$ cat config.mk
export PLATFORM = sky130hd
export DESIGN_NAME = instr_fetch
export DESIGN_NICKNAME = d
export VERILOG_FILES = /design/src/rtl/instr_fetch_pkg.sv /design/src/rtl/fetch_queue.sv /design/src/rtl/instr_fetch.sv
export SDC_FILE = /design/constraint.sdc
export NUM_CORES = 1
export LEC_CHECK = 0
export BUFFER_PORTS_ARGS = -buffer_cell sky130_fd_sc_hd__buf_2
export CAP_MARGIN = 20
export CORE_ASPECT_RATIO = 1.5
export CORE_UTILIZATION = 57
export CTS_BUF_LIST = sky130_fd_sc_hd__clkbuf_2
export DETAILED_ROUTE_END_ITERATION = 8
export PLACE_DENSITY = 0.9
export SLEW_MARGIN = 15
export SYNTH_ARGS = -nofsm -noshare
export SYNTH_HDL_FRONTEND = slang
export SYNTH_HIERARCHICAL = 1
export SYNTH_SLANG_ARGS = --single-unit
$ cat constraint.sdc
create_clock -name clk -period 3.4 [get_ports clk]
set_clock_uncertainty 0.15 [all_clocks]
set_input_delay 0.68 -clock clk [delete_from_list [all_inputs] [get_ports clk]]
set_output_delay 0.68 -clock clk [all_outputs]
set_load 0.02 [all_outputs]
$ cat src/rtl/instr_fetch_pkg.sv
// Shared types and constants for the instruction fetch unit.
//   PC_W / INSTR_W : byte-address and instruction widths
//   PC_INC         : fetch stride in bytes (one 32-bit word)
//   fsm_t          : control FSM encoding
//   fetch_pair_t   : {pc, instruction} entry held in the fetch queue
//   inflight_t     : tracker for the single outstanding memory read
package instr_fetch_pkg;

  localparam int PC_W    = 10;
  localparam int INSTR_W = 32;
  localparam logic [PC_W-1:0] PC_INC = 10'd4;

  typedef enum logic {
    ST_RESET = 1'b0,
    ST_RUN   = 1'b1
  } fsm_t;

  typedef struct packed {
    logic [PC_W-1:0]    pc;
    logic [INSTR_W-1:0] instr;
  } fetch_pair_t;

  typedef struct packed {
    logic            vld;
    logic [PC_W-1:0] pc;
    logic            epoch;
  } inflight_t;

  // Fetch addresses are word aligned; low byte-offset bits are dropped.
  function automatic logic [PC_W-1:0] align_pc(input logic [PC_W-1:0] a);
    return {a[PC_W-1:2], 2'b00};
  endfunction

endpackage

$ cat src/rtl/fetch_queue.sv
// Small synchronous FIFO with a single-cycle flush.
//   clk, rst  : clock, async active-high reset
//   flush     : empties the queue and rewinds both pointers (wins over push/pop)
//   push/wdata: write one entry at the tail
//   pop       : retire the head entry (caller guarantees non-empty)
//   rdata     : current head entry
//   count     : number of valid entries (0..DEPTH)
// DEPTH must be a power of two so the pointers wrap naturally.
module fetch_queue #(
  parameter  int W     = 42,
  parameter  int DEPTH = 2,
  localparam int AW    = (DEPTH > 1) ? $clog2(DEPTH) : 1,
  localparam int CW    = AW + 1
) (
  input  logic          clk,
  input  logic          rst,
  input  logic          flush,
  input  logic          push,
  input  logic [W-1:0]  wdata,
  input  logic          pop,
  output logic [W-1:0]  rdata,
  output logic [CW-1:0] count
);

  logic [W-1:0]  mem [DEPTH];
  logic [AW-1:0] wr_ptr, rd_ptr;

  assign rdata = mem[rd_ptr];

  always_ff @(posedge clk or posedge rst) begin
    if (rst) begin
      wr_ptr <= '0;
      rd_ptr <= '0;
      count  <= '0;
      // Storage is cleared so the head reads as zero straight out of reset.
      for (int i = 0; i < DEPTH; i++) mem[i] <= '0;
    end else if (flush) begin
      wr_ptr <= '0;
      rd_ptr <= '0;
      count  <= '0;
    end else begin
      if (push) begin
        mem[wr_ptr] <= wdata;
        wr_ptr      <= wr_ptr + AW'(1);
      end
      if (pop) rd_ptr <= rd_ptr + AW'(1);
      count <= count + CW'(push) - CW'(pop);
    end
  end

endmodule

$ cat src/rtl/instr_fetch.sv
// Instruction fetch front end: issues word reads to instruction memory,
// queues returned {pc, instruction} pairs and hands them to decode.
//   clk, rst             : clock, async active-high reset
//   imem_req/imem_addr   : one-word read request, addr = fetch PC
//   imem_rvalid/rdata    : read data, exactly one cycle after the request
//   redirect/redirect_pc : branch/jump restart pulse and new target
//   instruction/PC       : head pair of the fetch queue
//   out_valid/out_ready  : decode handshake
module instr_fetch
  import instr_fetch_pkg::*;
#(
  parameter logic [PC_W-1:0] RESET_PC = 10'h000,
  parameter int              QDEPTH   = 2
) (
  input  logic               clk,
  input  logic               rst,
  output logic               imem_req,
  output logic [PC_W-1:0]    imem_addr,
  input  logic               imem_rvalid,
  input  logic [INSTR_W-1:0] imem_rdata,
  input  logic               redirect,
  input  logic [PC_W-1:0]    redirect_pc,
  output logic [INSTR_W-1:0] instruction,
  output logic [PC_W-1:0]    PC,
  output logic               out_valid,
  input  logic               out_ready
);

  localparam int CW = $clog2(QDEPTH) + 1;

  fsm_t            state;
  logic [PC_W-1:0] fpc;
  logic            epoch;
  inflight_t       infl;

  logic [CW-1:0] qcount, occ;
  logic          run, pop, push, flush;
  fetch_pair_t   head, tail;

  assign run       = (state == ST_RUN);
  assign out_valid = (qcount != '0);
  assign pop       = out_valid & out_ready;

  // Occupancy counts the entry being popped this cycle as already gone, so
  // a full-rate stream keeps one request in flight alongside one queued pair.
  // The slot is still guaranteed: the response lands no earlier than next
  // cycle, when that pop has retired.
  assign occ       = qcount - CW'(pop) + CW'(infl.vld);
  assign imem_req  = run & ~redirect & (occ < CW'(QDEPTH));
  assign imem_addr = fpc;

  assign flush = run & redirect;
  // A response arriving with a redirect belongs to the old stream by definition.
  assign push  = run & ~redirect & imem_rvalid & infl.vld & (infl.epoch == epoch);
  assign tail  = '{pc: infl.pc, instr: imem_rdata};

  assign instruction = head.instr;
  assign PC          = head.pc;

  fetch_queue #(
    .W     ($bits(fetch_pair_t)),
    .DEPTH (QDEPTH)
  ) u_queue (
    .clk   (clk),
    .rst   (rst),
    .flush (flush),
    .push  (push),
    .wdata (tail),
    .pop   (pop),
    .rdata (head),
    .count (qcount)
  );

  always_ff @(posedge clk or posedge rst) begin
    if (rst) begin
      state <= ST_RESET;
      fpc   <= RESET_PC;
      epoch <= 1'b0;
      infl  <= '0;
    end else begin
      case (state)
        ST_RESET: begin
          state    <= ST_RUN;
          infl.vld <= 1'b0;
        end
        ST_RUN: begin
          if (redirect) begin
            fpc   <= align_pc(redirect_pc);
            epoch <= ~epoch;
          end else if (imem_req) begin
            fpc <= fpc + PC_INC;
          end
          infl <= '{vld: imem_req, pc: fpc, epoch: epoch};
        end
        default: state <= ST_RESET;
      endcase
    end
  end

endmodule

# Word level (Yosys, flattened, before mapping)

Cells that the tools add are included.

Reductions and logical operators: 8
Add/subtract/negate cells: 7
Mux-type cells: 14
Magnitude comparators: 4
Bitwise operators: 13
Equality and inequality tests: 1

Operators with widths:

| kind                    | number |
|---|---|
| $mux W42                | 4 |
| $bwmux W84              | 1 |
| $demux W42 S1           | 1 |
| $mux W10                | 2 |
| $add A10 B3 Y10 const B | 1 |
| $reduce_bool A2 Y1      | 4 |
| $and A1 B1 Y1           | 7 |
| $reduce_and A2 Y1       | 3 |
| $add A2 B1 Y2           | 2 |
| $ge A2 B2 Y1 const B    | 2 |
| $mux W1                 | 4 |
| $not A1 Y1              | 4 |
| $not A1 Y2              | 2 |
| $sub A2 B1 Y2           | 2 |
| $add A1 B1 Y1 const B   | 2 |
| $lt A2 B1 Y1 const B    | 1 |
| $lt A2 B2 Y1 const B    | 1 |
| $mux W2                 | 1 |
| $pmux W1 S2             | 1 |
| $eq A1 B1 Y1            | 1 |
| $logic_and A1 B1 Y1     | 1 |

Register bits: 112
Output and inout bits: 54
Word-level logic and storage cells: 58
Input bits: 47

# Logic depth before layout (Yosys ltp)

Word-level depth: 8
Gate-level depth with buffers: 7
Depth with buffers taken out: 7

# Modules after synthesis

Netlist, hierarchy kept.

By module, submodules not included:

| module      | instances | area an instance (um^2) | cells each |
|---|---|---|---|
| fetch_queue | 1         | 3856.2                  | 241 |
| instr_fetch | 1         | 1039.7                  | 103 |

# Worst setup path before layout

OpenSTA, ideal clock, no wires.

Path type: register -> output
Start point: register u_queue.count[1]
End point: output imem_req
Arrival time: 1945 ps
Setup slack: 625 ps
Stages on the path, launching flop included: 7
Cells stage by stage: dfrtp_1 > or2_2 > and2_1 > ha_1 > and2b_1 > xnor2_2 > nor2_1

Longest elaborated chain between the ends: 6

Ends and longest elaborated chain:

| item                     | RTL line          | RTL |
|---|---|---|
| start: declaration       | fetch_queue.sv:22 | `output logic [CW-1:0] count` |
| start signal: assignment | fetch_queue.sv:47 | `count <= count + CW'(push) - CW'(pop);` |
| $reduce_bool A2 Y1       | instr_fetch.sv:41 | `assign out_valid = (qcount != '0);` |
| named net out_valid      | instr_fetch.sv:25 | `output logic out_valid,` |
| $and A1 B1 Y1            | instr_fetch.sv:42 | `assign pop = out_valid & out_ready;` |
| named net pop            | instr_fetch.sv:37 | `logic run, pop, push, flush;` |
| $sub A2 B1 Y2            | instr_fetch.sv:48 | `assign occ = qcount - CW'(pop) + CW'(infl.vld);` |
| $add A2 B1 Y2            | instr_fetch.sv:48 |  |
| $lt A2 B2 Y1             | instr_fetch.sv:49 | `assign imem_req = run & ~redirect & (occ < CW'(QDEPTH));` |
| $and A1 B1 Y1            | instr_fetch.sv:49 |  |
| end: declaration         | instr_fetch.sv:17 | `output logic imem_req,` |

The timed path passes the listed nets, and every way through them passes these cells.

# Worst setup path in the final report

Start point: register u_queue.count[1]
End point: output imem_req

Longest elaborated chain between the ends: 6

Ends and longest elaborated chain:

| item               | RTL line |
|---|---|
| $reduce_bool A2 Y1 | instr_fetch.sv:41 |
| $and A1 B1 Y1      | instr_fetch.sv:42 |
| named net pop      | instr_fetch.sv:37 |
| $sub A2 B1 Y2      | instr_fetch.sv:48 |
| $add A2 B1 Y2      | instr_fetch.sv:48 |
| $lt A2 B2 Y1       | instr_fetch.sv:49 |
| $and A1 B1 Y1      | instr_fetch.sv:49 |

The timed path passes the listed nets, and every way through them passes these cells.

==> impl_metrics.ini <==
[die]
start_util_pct = 58.55
die-area_um2 = 8972
boundaryPins = 101
fp.dieH_um = 115.5
rows = 41
dieWidth_um = 77.67
coreArea_um2 = 8362

[timing]
post-route-min-period_ns = 3.268
max_slew_margin_pct = 48.39
setup_tns_ns = 0
rsz0062_at_grt = false
tightest_slew_ns = 0.7733
setup_ws_ns = 0.1318
post-route-period-util_pct = 96.12
setup_viol = 0
fmax_mhz = 306.0
finalHoldViolCount = 0
slew_viol_final = 0

[placement]
place_ws_ns = 0.5705
io_buffer_count = 96
place_congestion = 0.8393
dp.cells = 547
dp_hpwl_um = 6772

[global_routing]
grt_remaining_overflow = 0
grt_antenna_before_repair = 0
grt_pass1_wl_um = 15460
grt_pass1_vias = 3250
grt.total_usage_pct = 22.88
grt_max_degree = 41

[worst_setup_path]
critPathMaxStageDelay_ns = 0.47
worstSetupEndpointType = primary output
cp_slowest_cell = dfrtp_1
path_cells = or2_2 > and2_1 > ha_1 > and2b_1 > xnor2_2 > nor2_1 > buf_2
crit_type = reg2out
path_max_fanout = 3
worst_setup_path_start_kind = register
critPathTopFamily = simple AND/OR/NAND/NOR gates
cp_num_buf_inv = 1
critPathArrivalTime_ns = 2.44
crit_required_ns = 2.57

[finish]
area_growth_pct = 15.03
num-nets-final = 503
antennaDiodeCount = 0
layout-drive-gt1-share_pct = 56.92
stdcell_count = 562

[logic_synthesis]
netlist_instances = 344
synth_edf_count = 0
syn_area_per_cell_um2 = 14.23
yosys_warnings = 6
seq_area_frac_synth_pct = 55.20
netlist_area_um2 = 4896
async_flop_share_pct = 100.0
ys.flop_type = dfrtp_1
synth_cell_type_count = 41
ys_ff_latch = 108

[power_and_ir_drop]
seq_power_share_pct = 48.2
worst_ir_drop_vdd_v = 0.0004107
p_int_w = 0.002428
pwr-share-comb_pct = 37.8
netSwitchingFraction_pct = 36.10
leakage_nw = 2.977
switching_power_w = 0.001371
power.density_nw_per_um2 = 674.6
clkPwrFrac_pct = 14.0

[clocking]
clk_pin_slew_ns = 0.25
cts_resized = 0
cts_buffer_depth = 2
cts_setup_buffers = 0
holdBufCountCts = 1
cts_buffers = 9
clock_latency_ns = 0.55
cts_sinks = 108
ctsHtreeMaxLevel = 3
cts_tree = yes
cts-root-buf = clkbuf_2

[min_path]
min_path_type = in2reg

[route]
routed_wl_um = 9490
num_vias = 3108
via_per_inst = 5.530
wl_per_cell_um = 16.89
antenna_left = 0
drc_errors = 0
first_iter_violations = 106
firstDrtPassIters = 4

[status]
status = completed

[flow_run]
maxCapViolCount = 0
==> synth_stat cells (4+ instances only) <==
library cell / count / area (um^2)
nor3_1: 5 / 25.02
clkbuf_8: 4 / 55.05
a311oi_1: 4 / 35.03
ha_1: 4 / 50.05
dfrtp_1: 108 / 2703
buf_2: 5 / 25.02
nand2_1: 7 / 26.28
nor2_1: 10 / 37.54
mux2_2: 130 / 1464
inv_1: 13 / 48.80
buf_4: 6 / 45.04
==> cell usage in the layout, fill, tap and decap left out, drive strengths merged, types with 2 or more instances in the layout <==
cell | Yosys | routed
ha | 4 | 4
clkinv | 0 | 4
nand2b | 2 | 2
mux2 | 133 | 133
clkbuf | 7 | 10
o21ai | 3 | 3
nor2 | 10 | 10
inv | 13 | 12
a211oi | 3 | 3
conb | 2 | 7
nand2 | 7 | 7
buf | 11 | 109
dfrtp | 108 | 108
o22ai | 2 | 2
a311oi | 4 | 4
nand3 | 3 | 3
nor3 | 5 | 5
xnor2 | 5 | 5
a22oi | 2 | 2
xor2 | 2 | 2
and2b | 2 | 2
a21oi | 2 | 2
==> cell type report <==
cell class,count,area [um^2]
clock buffer,10,50.05
clock inverter,4,42.54
fill,638,2730
inverter,13,50.05
multi-input combinational,210,2026
sequential,108,2704
tap,107,133.9
timing repair buffer,110,625.6
==> sequential cells by signal (all words and copies together), names as in the netlist <==
| register | count |
|---|---|
| u_queue/count | 2 |
| run | 1 |
| imem_addr | 8 |
| epoch | 1 |
| u_queue/wr_ptr | 1 |
| u_queue/mem | 84 |
| u_queue/rd_ptr | 1 |
| infl | 10 |
==> power groups by stage <==
stage          Combinational (W)  Sequential [W]  Clock, W
3_5_place_dp             0.00144         0.00186         0
3_3_place_gp             0.00139         0.00182         0
2_1_floorplan            0.00104         0.00179         0
4_1_cts                  0.00145         0.00183  0.000551
6_report                 0.00144         0.00183  0.000531
5_1_grt                  0.00154         0.00187  0.000600
==> per-stage QoR <==
stage	total power, W	hold slack, ns	util [%]	instance area [um^2]
after floorplan	0.002833	0.3041	-	4915
after global placement	0.003212	0.3140	66.12	5529
after detailed placement	0.003296	0.3265	66.12	5529
after CTS	0.003833	0.1459	67.35	5632
after global routing	0.004009	0.1242	67.35	5632
final	0.003799	0.1891	67.35	5632
==> layer usage <==
layer,vias to the layer above,track usage (%),share of wire [%]
met1,1551,26.55,40
li1,1427,-,-
met5,-,0,0
met4,0,10.94,2.7
met3,24,4.016,3.3
met2,106,40.94,54
==> worst reg2reg max path, cell delays in order (launching register included) <==
cell and delay [ns]:
dfrtp_1 0.47, or2_2 0.30, and2_1 0.21, ha_1 0.28, and2b_1 0.25, xor2_1 0.49, a311oi_1 0.17, a311oi_1 0.28
==> worst paths after layout <==
kind	start	endpoint	slack, ns	cells past startpoint
min	imem_rdata[28]	u_queue/mem[28]	0.19	2
max reg2reg	u_queue/count[1]	imem_addr[7]	0.73	7
max	u_queue/count[1]	imem_req	0.13	7
max in group asynchronous	rst	u_queue/rd_ptr	1.71	4
min in group asynchronous	rst	u_queue/mem[49]	0.57	3
min reg2reg	u_queue/mem[75]	u_queue/mem[75]	0.37	1
==> kinds of logic after synthesis <==
kind of cell,after synthesis,share of synthesized area (%)
AOI/OAI and AO/OA,20,2.913
DFF,108,55.20
buffers and inverters,31,3.808
xor gates and xnor gates,8,2.019
and+or+nand+nor,38,4.294
adders and majority gates,4,1.022
other,2,0.1534
muxes,133,30.59
No activity file was read; power rests on OpenSTA's default activity.
